--- config.mk ---
export PLATFORM = sky130hd
export DESIGN_NAME = fetch_unit
export DESIGN_NICKNAME = d
export VERILOG_FILES = /design/src/rtl/fetch_unit.sv
export SDC_FILE = /design/constraint.sdc
export NUM_CORES = 1
export LEC_CHECK = 0
export CAP_MARGIN = 5
export CORE_ASPECT_RATIO = 0.6
export CORE_MARGIN = 2
export CORE_UTILIZATION = 44
export CTS_CLUSTER_DIAMETER = 100
export DETAILED_ROUTE_END_ITERATION = 8
export SYNTH_ARGS = -nofsm -noshare
export SYNTH_HDL_FRONTEND = slang
export SYNTH_SLANG_ARGS = --single-unit
--- constraint.sdc ---
create_clock -name in_clk -period 7.7 [get_ports in_clk]
set_clock_uncertainty 0.2 [all_clocks]
set_input_delay 1.54 -clock in_clk [delete_from_list [all_inputs] [get_ports in_clk]]
set_output_delay 1.54 -clock in_clk [all_outputs]
set_load 0.01 [all_outputs]
--- src/rtl/fetch_unit.sv ---
// Instruction fetch front end: PC, credit-limited imem reads, in-order fetch queue to dispatch; FETCH_BYPASS_EN adds same-cycle response forwarding.
// Latency: request at t, response at t+L, out_fetch_valid at t+L+1 (t+L with FETCH_BYPASS_EN and an empty queue).
// Backpressure: in_stall holds the queue head; requests stop when queued plus in-flight words reach FQ_DEPTH.
module fetch_unit #(
    parameter int unsigned FQ_DEPTH = 4,
    parameter logic [63:0] RESET_PC = 64'h0,
    parameter logic [31:0] HLT_INSN = 32'hD440_0000
) (
    input  logic        in_clk,
    input  logic        in_rst,
    input  logic        in_start,
    output logic        out_imem_req_valid,
    output logic [63:0] out_imem_addr,
    input  logic        in_imem_resp_valid,
    input  logic [31:0] in_imem_rdata,
    output logic        out_fetch_valid,
    output logic [31:0] out_insnbits,
    output logic [63:0] out_pc,
    input  logic        in_stall,
    output logic        out_fetch_done,
    input  logic        in_redirect,
    input  logic [63:0] in_redirect_pc
);
    localparam int unsigned AW = $clog2(FQ_DEPTH);
    localparam int unsigned CW = AW + 1;
    localparam logic [CW:0] DEPTH_W = (CW + 1)'(FQ_DEPTH);

    typedef enum logic [1:0] {IDLE, RUN, DRAIN, DONE} state_t;
    state_t state, state_n;

    logic [63:0]   pc;
    logic [31:0]   fq_insn [FQ_DEPTH];
    logic [63:0]   fq_pc   [FQ_DEPTH];
    logic [AW-1:0] fq_head, fq_tail;
    logic [CW-1:0] fq_count;
    logic [63:0]   pcf     [FQ_DEPTH];
    logic [AW-1:0] pcf_head, pcf_tail;
    logic [CW-1:0] outstanding, squash;

    logic          redirect, resp_live, hlt_in, hlt_out, req, enq, deq, pop, bypass;
    logic [CW:0]   credit_used;

    assign redirect    = in_redirect && (state != IDLE);
    assign resp_live   = in_imem_resp_valid && (squash == '0) && !redirect;
    assign hlt_in      = resp_live && (in_imem_rdata == HLT_INSN);
    assign credit_used = {1'b0, fq_count} + {1'b0, outstanding};
    // The HLT response itself shuts off requests in its arrival cycle.
    assign req         = (state == RUN) && !redirect && !hlt_in && (credit_used < DEPTH_W);

`ifdef FETCH_BYPASS_EN
    assign bypass = resp_live && (fq_count == '0);
`else
    assign bypass = 1'b0;
`endif

    always_comb begin
        out_fetch_valid = 1'b0;
        out_insnbits    = '0;
        out_pc          = '0;
        if (fq_count != '0) begin
            out_fetch_valid = 1'b1;
            out_insnbits    = fq_insn[fq_head];
            out_pc          = fq_pc[fq_head];
        end else if (bypass) begin
            out_fetch_valid = 1'b1;
            out_insnbits    = in_imem_rdata;
            out_pc          = pcf[pcf_head];
        end
    end

    assign deq     = out_fetch_valid && !in_stall;
    assign pop     = deq && (fq_count != '0);
    assign enq     = resp_live && !(bypass && !in_stall);
    assign hlt_out = deq && (out_insnbits == HLT_INSN);

    assign out_imem_req_valid = req;
    assign out_imem_addr      = pc;
    assign out_fetch_done     = (state == DONE);

    always_comb begin
        state_n = state;
        if (state == IDLE) begin
            if (in_start && !in_redirect) state_n = RUN;
        end else begin
            if (hlt_in && state == RUN) state_n = DRAIN;
            if (hlt_out)                state_n = DONE;
            if (redirect)               state_n = RUN;
        end
    end

    always_ff @(posedge in_clk or negedge in_rst) begin
        if (!in_rst) begin
            state       <= IDLE;
            pc          <= RESET_PC;
            fq_head     <= '0;
            fq_tail     <= '0;
            fq_count    <= '0;
            pcf_head    <= '0;
            pcf_tail    <= '0;
            outstanding <= '0;
            squash      <= '0;
        end else begin
            state <= state_n;
            if (req)                pcf_tail <= pcf_tail + 1'b1;
            if (in_imem_resp_valid) pcf_head <= pcf_head + 1'b1;
            outstanding <= outstanding + CW'(req) - CW'(in_imem_resp_valid);

            // Everything still in flight after a redirect or HLT belongs to a dead stream.
            if (redirect)
                squash <= outstanding - CW'(in_imem_resp_valid);
            else if (hlt_in)
                squash <= outstanding - 1'b1;
            else if (in_imem_resp_valid && squash != '0)
                squash <= squash - 1'b1;

            if (redirect)
                pc <= in_redirect_pc & ~64'd3;
            else if (req)
                pc <= pc + 64'd4;

            if (redirect) begin
                fq_head  <= '0;
                fq_tail  <= '0;
                fq_count <= '0;
            end else begin
                if (enq) fq_tail <= fq_tail + 1'b1;
                if (pop) fq_head <= fq_head + 1'b1;
                fq_count <= fq_count + CW'(enq) - CW'(pop);
            end
        end
    end

    always_ff @(posedge in_clk) begin
        if (req) pcf[pcf_tail] <= pc;
        if (enq && !redirect) begin
            fq_insn[fq_tail] <= in_imem_rdata;
            fq_pc[fq_tail]   <= pcf[pcf_head];
        end
    end
endmodule

==> flow_summary.json <==
{
  "status": "completed",
  "cts-root-buf": "clkbuf_16",
  "cp.arrival_ns": 4.20,
  "p_leak_nw": 11.0,
  "report.final.slew_viol_count": 0,
  "area_growth_pct": 20.7,
  "postCtsSetupRepairBufs": 0,
  "synth_most_common_cell": "edfxtp_1",
  "core_sq_um": 63100,
  "critPathCaptureType": "primary output",
  "pre_cts_ws_ns": 1.71,
  "synthFlopType": "edfxtp_1",
  "cts_resized": 0,
  "r2r.worst_path.cells": 7,
  "setup_tns_ns": 0,
  "htree_num_levels": 3,
  "r2r_start": "state[0]",
  "fin_crit_sh": 0.771,
  "hpwl_um": 43300,
  "drv_cap": 0,
  "antenna_found_initial": 3,
  "max_slew_margin": 0.269,
  "wl_per_cell_um": 25.9,
  "clock-sinks": 705,
  "fin_nets": 1930,
  "cp_max_fo": 8,
  "grt_overflow": 0,
  "vias": 15400,
  "dr.pass1.iters": 6,
  "worst_slack_ns": 1.76,
  "ant_nets": 0,
  "cts_tree": "built",
  "first_global_vias": 15500,
  "timing.final.crit_period_ns": 5.94,
  "setup_viol": 0,
  "synth_largest_area_cell": "edfxtp_1",
  "synth_edf_count": 624,
  "ys_seq_area_frac": 0.735,
  "cts_inserted_buffers": 69,
  "hp-class": "flop to flop",
  "grtUsageTotal": 0.214,
  "async_reset_ff_frac": 0.115,
  "cp-start-kind": "input port",
  "worst_pin_slew_ns": 1.09,
  "ys_top_cells_by_count": "edfxtp_1, mux4_2, and2_1, dfrtp_1, nand2_1",
  "grt_pass1_wl_um": 104000,
  "cts_buffer_depth": 3,
  "path_class": "input port to primary output",
  "hold_violations": 0,
  "rsz0062_at_grt": "false",
  "pwr_density_cell_nw_per_um2": 334,
  "die_h_um": 200,
  "numPortBuffers": 258,
  "io_pins": 265,
  "yosys-top-cells-area": "edfxtp_1, mux4_2, dfrtp_1",
  "rrSetupSlack_ns": 3.70,
  "ir_drop_mv": 0.204,
  "cp-endpoint": "out_imem_req_valid",
  "diodes": 0,
  "drc": 0,
  "synth_area_sq_um": 28300,
  "drt_iter0_markers": 1300,
  "clkLatencyLatePin_ns": 0.61,
  "synth_area_per_cell_sq_um": 18.4,
  "synth_top_cell_area_share": 0.663,
  "hold_buffers": 0,
  "design_area_sq_um": 34100,
  "die_width_um": 331,
  "required_ns": 5.96,
  "num_rows": 71,
  "gp_congestion": 0.801,
  "yosys_warnings": 0,
  "layout-drive-gt1-share": 0.166,
  "synth_cell_type_count": 49,
  "clkSlewWorstSetupHoldPaths_ns": 0.07,
  "ys_seq_elements": 705,
  "wl_um": 70000,
  "grt_max_degree": 97,
  "holdPathStages": 1,
  "syn_inst": 1533,
  "crit_start": "in_imem_resp_valid",
  "fin_util": 0.541,
  "initial_utilization": 0.448,
  "r2r-end": "out_imem_addr[17]",
  "max_freq_mhz": 168,
  "avgViaCountPerCell": 5.68,
  "die_area_sq_um": 66300,
  "dpl_cell_area_sq_um": 31900
}
-- sequential cells by signal (all words and copies together), names as in the netlist, 3 cells and up --
| signal | flops |
|---|---|
| fq_pc | 248 |
| pcf | 248 |
| fq_insn | 128 |
| out_imem_addr | 62 |
| fq_count | 3 |
| outstanding | 3 |
| squash | 3 |
-- report_power, final --
group          leakage (nW)  internal (W)  switching (W)
combinational          3.29       0.00146        0.00147
clock                  1.10       0.00190        0.00144
sequential             6.60       0.00481       0.000314
total                  11.0       0.00817        0.00322
-- metal layers --
metal	part of all wire	global-route usage	up-vias	routed length, um
li1	-	-	6720	-
met1	0.46	0.329	8123	32500
met2	0.46	0.319	423	32300
met3	0.057	0.0410	91	4000
met4	0.017	0.0452	4	1160
met5	0.00033	0	-	23
-- worst min path at each step --
stage | to | start | slack [ns]
after global routing | outstanding[2] | outstanding[2] | 0.38
after global placement | outstanding[2] | outstanding[2] | 0.33
final | outstanding[2] | outstanding[2] | 0.34
after floorplan | outstanding[2] | outstanding[2] | 0.29
after CTS | outstanding[2] | outstanding[2] | 0.33
after detailed placement | outstanding[2] | outstanding[2] | 0.33
-- stage by stage --
stage	hold slack, ns	power, W	instances
floorplan	0.285	0.00684	1536
global placement	0.328	0.00813	2576
detailed placement	0.325	0.00819	2576
CTS	0.335	0.0115	2704
global route	0.379	0.0119	2704
finish	0.338	0.0114	2704
-- kinds of logic (layout without fill, tap and decap cells) --
logic type	Yosys count	in the layout	share of synthesized area
other cells	1	4	0.000133
fa+ha+maj	20	20	0.00939
buf+inv	105	434	0.0149
simple gates	392	392	0.0789
xor+xnor	33	33	0.0102
mux	160	160	0.126
compound gates	117	117	0.0261
flops	705	705	0.735
-- critical path: stages --
cell	delay, ns
clkdlybuf4s50_1	0.70
nor4b_4	0.48
nand2_1	0.24
nor4_4	0.35
nor2_1	0.27
clkdlybuf4s50_1	0.61
-- layout by cell type (no fill, tap or decap), types with 26 or more instances in the layout --
cell and count:
edfxtp_1 624, clkdlybuf4s50_1 257, mux4_2 156, and2_1 104, dfrtp_1 77, nand2_1 74, clkbuf_16 72, o21ai_0 49
nor2_1 38, nand3_1 36, nor4_1 30, xnor2_1 29, buf_4 26
-- area by class of cell --
class                   count  area [sq um]
well taps                 839          1050
flip-flops and latches    705         20800
inverters                  21          78.8
clock buffers              88          1870
fillers                  5080         29000
repair buffers            285          2810
clock inverters            40           353
multi-input cells         726          7160
No activity file was read; power rests on OpenSTA's default activity.
